===== config.mk =====
export PLATFORM = sky130hd
export DESIGN_NAME = pc_sequencer
export DESIGN_NICKNAME = d
export VERILOG_FILES = /design/src/rtl/pc_sequencer_pkg.sv /design/src/rtl/pc_sequencer_next_pc_sel.sv /design/src/rtl/pc_sequencer.sv
export SDC_FILE = /design/constraint.sdc
export NUM_CORES = 1
export LEC_CHECK = 0
export ABC_AREA = 1
export BUFFER_PORTS_ARGS = -buffer_cell sky130_fd_sc_hd__buf_2
export CORE_ASPECT_RATIO = 1.1
export CORE_MARGIN = 2
export CORE_UTILIZATION = 35
export DETAILED_ROUTE_END_ITERATION = 16
export SLEW_MARGIN = 20
export SYNTH_ARGS = -nofsm -noshare
export SYNTH_HDL_FRONTEND = slang
export SYNTH_SLANG_ARGS = --single-unit

===== constraint.sdc =====
create_clock -name clk -period 2.9 [get_ports clk]
set_clock_uncertainty 0.1 [all_clocks]
set_input_delay 0.58 -clock clk [delete_from_list [all_inputs] [get_ports clk]]
set_output_delay 0.58 -clock clk [all_outputs]
set_load 0.03 [all_outputs]

===== src/rtl/pc_sequencer_pkg.sv =====
// pc_sequencer_pkg
// Shared definitions for the fetch/next-PC controller:
//   state_t           - 2-bit FSM state encoding (IDLE, FETCH, EXEC, TRAP)
//   INSTR_BYTES       - size of one instruction word in bytes
//   DEFAULT_RESET_PC  - default PC loaded on reset
//   DEFAULT_TRAP_VEC  - default PC loaded on a misaligned-target trap
package pc_sequencer_pkg;

  typedef enum logic [1:0] {
    ST_IDLE  = 2'd0,
    ST_FETCH = 2'd1,
    ST_EXEC  = 2'd2,
    ST_TRAP  = 2'd3
  } state_t;

  localparam int unsigned INSTR_BYTES      = 4;
  localparam logic [31:0] DEFAULT_RESET_PC = 32'h0000_0000;
  localparam logic [31:0] DEFAULT_TRAP_VEC = 32'h0000_0100;

endpackage


===== src/rtl/pc_sequencer_next_pc_sel.sv =====
// pc_sequencer_next_pc_sel
// Purely combinational next-PC selection.
// Ports:
//   pc         in  32  current PC
//   br_taken   in  1   conditional branch taken
//   jal        in  1   JAL executed
//   jalr       in  1   JALR executed
//   br_target  in  32  PC+imm (branch/JAL target)
//   jalr_base  in  32  rs1+imm (JALR target before bit-0 clear)
//   candidate  out 32  selected next PC
//   misaligned out 1   candidate is not word aligned
module pc_sequencer_next_pc_sel
  import pc_sequencer_pkg::*;
(
  input  logic [31:0] pc,
  input  logic        br_taken,
  input  logic        jal,
  input  logic        jalr,
  input  logic [31:0] br_target,
  input  logic [31:0] jalr_base,
  output logic [31:0] candidate,
  output logic        misaligned
);

  // Priority: JALR over JAL over taken branch over sequential.
  // The sequential add wraps naturally at 32 bits.
  always_comb begin
    candidate = pc + 32'(INSTR_BYTES);
    if (jalr) begin
      // Masking rather than slicing keeps every bit of jalr_base in use.
      candidate = jalr_base & ~32'h0000_0001;
    end else if (jal || br_taken) begin
      candidate = br_target;
    end
    // Checked after the JALR bit-0 clear, so only bit 1 can trip a JALR.
    misaligned = (candidate[1:0] != 2'b00);
  end

endmodule


===== src/rtl/pc_sequencer.sv =====
// pc_sequencer
// Multi-cycle fetch/next-PC controller. Holds the architectural PC, runs the
// instruction-memory request/ack handshake, presents the fetched word to the
// datapath and advances the PC on CORE_DONE, diverting misaligned targets to
// TRAP_VEC.
// Ports:
//   clk, rst           clock and synchronous active-high reset
//   imem_req/addr      fetch request and address (address equals pc)
//   imem_ack/rdata     fetch complete and instruction word
//   instr/instr_valid  latched instruction and its pending-execution flag
//   core_done          datapath finished; redirect inputs valid this cycle
//   br_taken/jal/jalr  redirect flags
//   br_target          branch/JAL target
//   jalr_base          JALR target before bit-0 clear
//   pc                 current PC
//   trap               one-cycle pulse while in the TRAP state
//   mepc               PC of the instruction that last trapped
// All outputs come straight from registers.
module pc_sequencer
  import pc_sequencer_pkg::*;
#(
  parameter logic [31:0] RESET_PC = DEFAULT_RESET_PC,
  parameter logic [31:0] TRAP_VEC = DEFAULT_TRAP_VEC
) (
  input  logic        clk,
  input  logic        rst,
  output logic        imem_req,
  output logic [31:0] imem_addr,
  input  logic        imem_ack,
  input  logic [31:0] imem_rdata,
  output logic [31:0] instr,
  output logic        instr_valid,
  input  logic        core_done,
  input  logic        br_taken,
  input  logic        jal,
  input  logic        jalr,
  input  logic [31:0] br_target,
  input  logic [31:0] jalr_base,
  output logic [31:0] pc,
  output logic        trap,
  output logic [31:0] mepc
);

  state_t      state_reg;
  logic [31:0] pc_reg;
  logic        imem_req_reg;
  logic [31:0] instr_reg;
  logic        instr_valid_reg;
  logic        trap_reg;
  logic [31:0] mepc_reg;

  logic [31:0] candidate_next;
  logic        misaligned_next;

  pc_sequencer_next_pc_sel u_next_pc_sel (
    .pc         (pc_reg),
    .br_taken   (br_taken),
    .jal        (jal),
    .jalr       (jalr),
    .br_target  (br_target),
    .jalr_base  (jalr_base),
    .candidate  (candidate_next),
    .misaligned (misaligned_next)
  );

  // imem_req and trap are registered alongside the state transition so that
  // they reflect the state being entered, not the one being left.
  always_ff @(posedge clk) begin
    if (rst) begin
      state_reg       <= ST_IDLE;
      pc_reg          <= RESET_PC;
      imem_req_reg    <= 1'b0;
      instr_reg       <= 32'h0000_0000;
      instr_valid_reg <= 1'b0;
      trap_reg        <= 1'b0;
      mepc_reg        <= 32'h0000_0000;
    end else begin
      trap_reg <= 1'b0;
      case (state_reg)
        ST_IDLE: begin
          state_reg    <= ST_FETCH;
          imem_req_reg <= 1'b1;
        end
        ST_FETCH: begin
          if (imem_ack) begin
            instr_reg       <= imem_rdata;
            instr_valid_reg <= 1'b1;
            imem_req_reg    <= 1'b0;
            state_reg       <= ST_EXEC;
          end
        end
        ST_EXEC: begin
          if (core_done) begin
            instr_valid_reg <= 1'b0;
            if (misaligned_next) begin
              // PC is left pointing at the faulting instruction.
              mepc_reg  <= pc_reg;
              trap_reg  <= 1'b1;
              state_reg <= ST_TRAP;
            end else begin
              pc_reg       <= candidate_next;
              imem_req_reg <= 1'b1;
              state_reg    <= ST_FETCH;
            end
          end
        end
        ST_TRAP: begin
          pc_reg       <= TRAP_VEC;
          imem_req_reg <= 1'b1;
          state_reg    <= ST_FETCH;
        end
        default: begin
          state_reg    <= ST_IDLE;
          imem_req_reg <= 1'b0;
        end
      endcase
    end
  end

  assign imem_req    = imem_req_reg;
  assign imem_addr   = pc_reg;
  assign instr       = instr_reg;
  assign instr_valid = instr_valid_reg;
  assign pc          = pc_reg;
  assign trap        = trap_reg;
  assign mepc        = mepc_reg;

endmodule


==> impl_metrics.csv <==
group,metric,value,unit
floorplan,die_area,0.0166,mm²
worst_setup_path,worstPathCellList,"nor2_1 > nand2_1 > clkinv_1 > nand2_1 > a21oi_1",
pwr,power_density,475,mW/mm²
clocking,htree_num_levels,3,
global_route,grt_pass1_wl,27000,µm
route,wl_per_cell,14.1,µm
sta,fin_crit_sh,68.5,%
pwr,p_leak,3.14,nW
pwr,ir_worst_vdd,0.226,mV
logic_synthesis,ys_warn_count,0,
floorplan,die_h,135,µm
sta,fin_setup_tns,0,ns
worst_setup_path,critPathBufInv,1,
cells_and_area,nFillCells,1717,
min_path,whs_path_depth,2,
clocking,clock_latency,0.34,ns
worst_setup_path,arrival,2.09,ns
global_route,grt_pass1_vias,5153,
logic_synthesis,synth_cells,834,
sta,setup_viol,0,
logic_synthesis,yosysUniqueCellTypes,34,
route,vias_per_cell,4.66,
clocking,clock-root-buffer,"clkbuf_16",
sta,worstMarginPinSlew,0.935,ns
clocking,clock-sinks,101,
sta,slew_viol_final,0,
floorplan,core,0.0152,mm²
logic_synthesis,syn_avg_cell_area,6.56,µm²
logic_synthesis,synth_nets,938,
global_route,grt_max_degree,65,
route,num_vias,5666,
clocking,ctsResizeCount,0,
route,drt_wl_total,17200,µm
sta,rsz0062_at_grt,"no",
route,drt_iter0_drc,260,
worst_setup_path,crit_path_end_kind,"flop",
floorplan,initial_core_util,36.1,%
run,maxCapViolCount,0,
worst_setup_path,cp.required,3.00,ns
floorplan,row_count,47,
floorplan,io_pins,234,
global_route,overflow,0,
logic_synthesis,synth_seq_area_share,37.0,%
sta,hold_violations,0,
worst_setup_path,path_common_cell,"nand2_1",
worst_setup_path,critPathMaxStageDelay,0.72,ns
clocking,cts_buffer_depth,2,
placement,io_buffer_count,232,
cells_and_area,final_nets,1117,
clocking,cts_buffers,9,
logic_synthesis,yosysTopAreaCellShare,37.0,%
clocking,cts_hold_buffers,0,
worst_setup_path,r2r.worst_path.cells,5,
sta,fmax,504,MHz
clocking,cts_tree,"done",
sta,period_needed,1.99,ns
logic_synthesis,netlist_top_cells_area,"dfxtp_1 37%, nand2_1 16%, a21oi_1 11%",
route,drtPass1Iterations,4,
clocking,path_clk_slew,0.07,ns
cells_and_area,final_cells,1216,
cells_and_area,drive_above_1_share,28.9,%
worst_setup_path,critPathMaxFanout,34,
global_route,track_usage,20.8,%
placement,place_inst,1198,
route,postRouteAntennaNets,0,
worst_setup_path,critical_path.startpoint_type,"flop",
worst_setup_path,worst-path-stages,5,
worst_setup_path,crit_family,"buffers and inverters",
placement,place.gp.congestion,0.795,
logic_synthesis,synth-seq-cells,101,
floorplan,die_w,123,µm
route,drc,0,
min_path,hp-class,"flop to flop",
logic_synthesis,yosysTopAreaCell,"dfxtp_1",
worst_setup_path,critPathKind,"flop to flop",
sta,maxSlewHeadroom,37.3,%
run_status,status,"finished, final reports clean",
cells_and_area,area_growth,24.1,%
clocking,postCtsSetupBuffers,0,
worst_setup_path,slowest_stage,"clkinv_1",
global_route,antenna_found_initial,5,
logic_synthesis,netlist_area,0.00547,mm²
placement,dp_hpwl,12400,µm
[cell usage after synthesis (all sizes together)]
library cell / number
nand2: 241
a21oi: 117
nor2: 105
dfxtp: 101
inv: 76
buf: 52
nand3: 48
o21ai: 46
clkbuf: 21
o21bai: 9
o211ai: 3
or2: 3
clkinv: 2
nor3: 2
a31oi: 1
and2: 1
ha: 1
nand3b: 1
nand4: 1
o221ai: 1
xnor2: 1
xor2: 1
[final cells by class]
class	instances	area [µm²]	share of cell area, %
Multi-Input combinational cell	582	2680	39.5
Sequential cell	101	2020	29.8
Timing Repair Buffer	241	1240	18.3
Clock buffer	15	298	4.39
Inverter	78	293	4.31
Tap cell	196	245	3.61
Antenna cell	3	7.51	0.111
[where the power goes]
group          switching, W  internal, W
clock network      0.000524     0.000697
logic              0.000344     0.000174
registers         0.0000487      0.00144
total              0.000917      0.00231
[cells by family (layout without fill, tap and decap cells)]
group	after synthesis	after routing	synth area share [%]
adders and majority gates	1	1	0.229
xor gates and xnor gates	2	2	0.320
AOI/OAI and AO/OA	177	177	17.0
buffers and inverters	151	334	14.0
and+or+nand+nor	402	402	31.5
other	0	3	0
DFF	101	101	37.0
[placed cells by master, fill, tap and decap left out, drive strengths merged, types with 2 or more instances in the layout]
master and n:
nand2 241, buf 241, a21oi 117, nor2 105, dfxtp 101, inv 76, nand3 48, o21ai 46
clkbuf 15, o21bai 9, diode 3, or2 3, o211ai 3, clkinv 2, nor3 2
[final timing paths]
path	endpoint	slack (ns)	start
worst max-delay path	instr[16]	0.91	state_reg[1]
worst max register to register	instr[16]	0.91	state_reg[1]
worst min-delay path	mepc[4]	0.34	mepc[4]
worst min register to register	mepc[4]	0.34	mepc[4]
[tightest hold or removal path, delay by kind of cell (launching register included)]
kind,cells,cell delay (ns)
buf+inv,1,0.04
flops,1,0.31
compound gates,1,0.05
[routing by layer]
layer,vias to the layer above,routed length (µm),track usage (%)
met5,-,27,0
met4,4,233,5.74
met3,20,1500,7.22
met2,178,8090,33.4
met1,2480,7320,26.3
li1,2984,-,-
[per-stage QoR]
| step | total power (W) | hold WS, ns | setup slack [ns] | util [%] | cell area [µm²] |
|---|---|---|---|---|---|
| floorplan | 0.00187 | 0.468 | 1.08 | - | 5470 |
| global placement | 0.00204 | 0.331 | 0.705 | 42.7 | 6480 |
| detailed placement | 0.00205 | 0.334 | 0.686 | 42.7 | 6480 |
| CTS | 0.00327 | 0.344 | 0.847 | 44.7 | 6780 |
| global route | 0.00338 | 0.357 | 0.654 | 44.7 | 6780 |
| finish | 0.00323 | 0.341 | 0.915 | 44.8 | 6790 |
(Power assumes the default switching activity.)
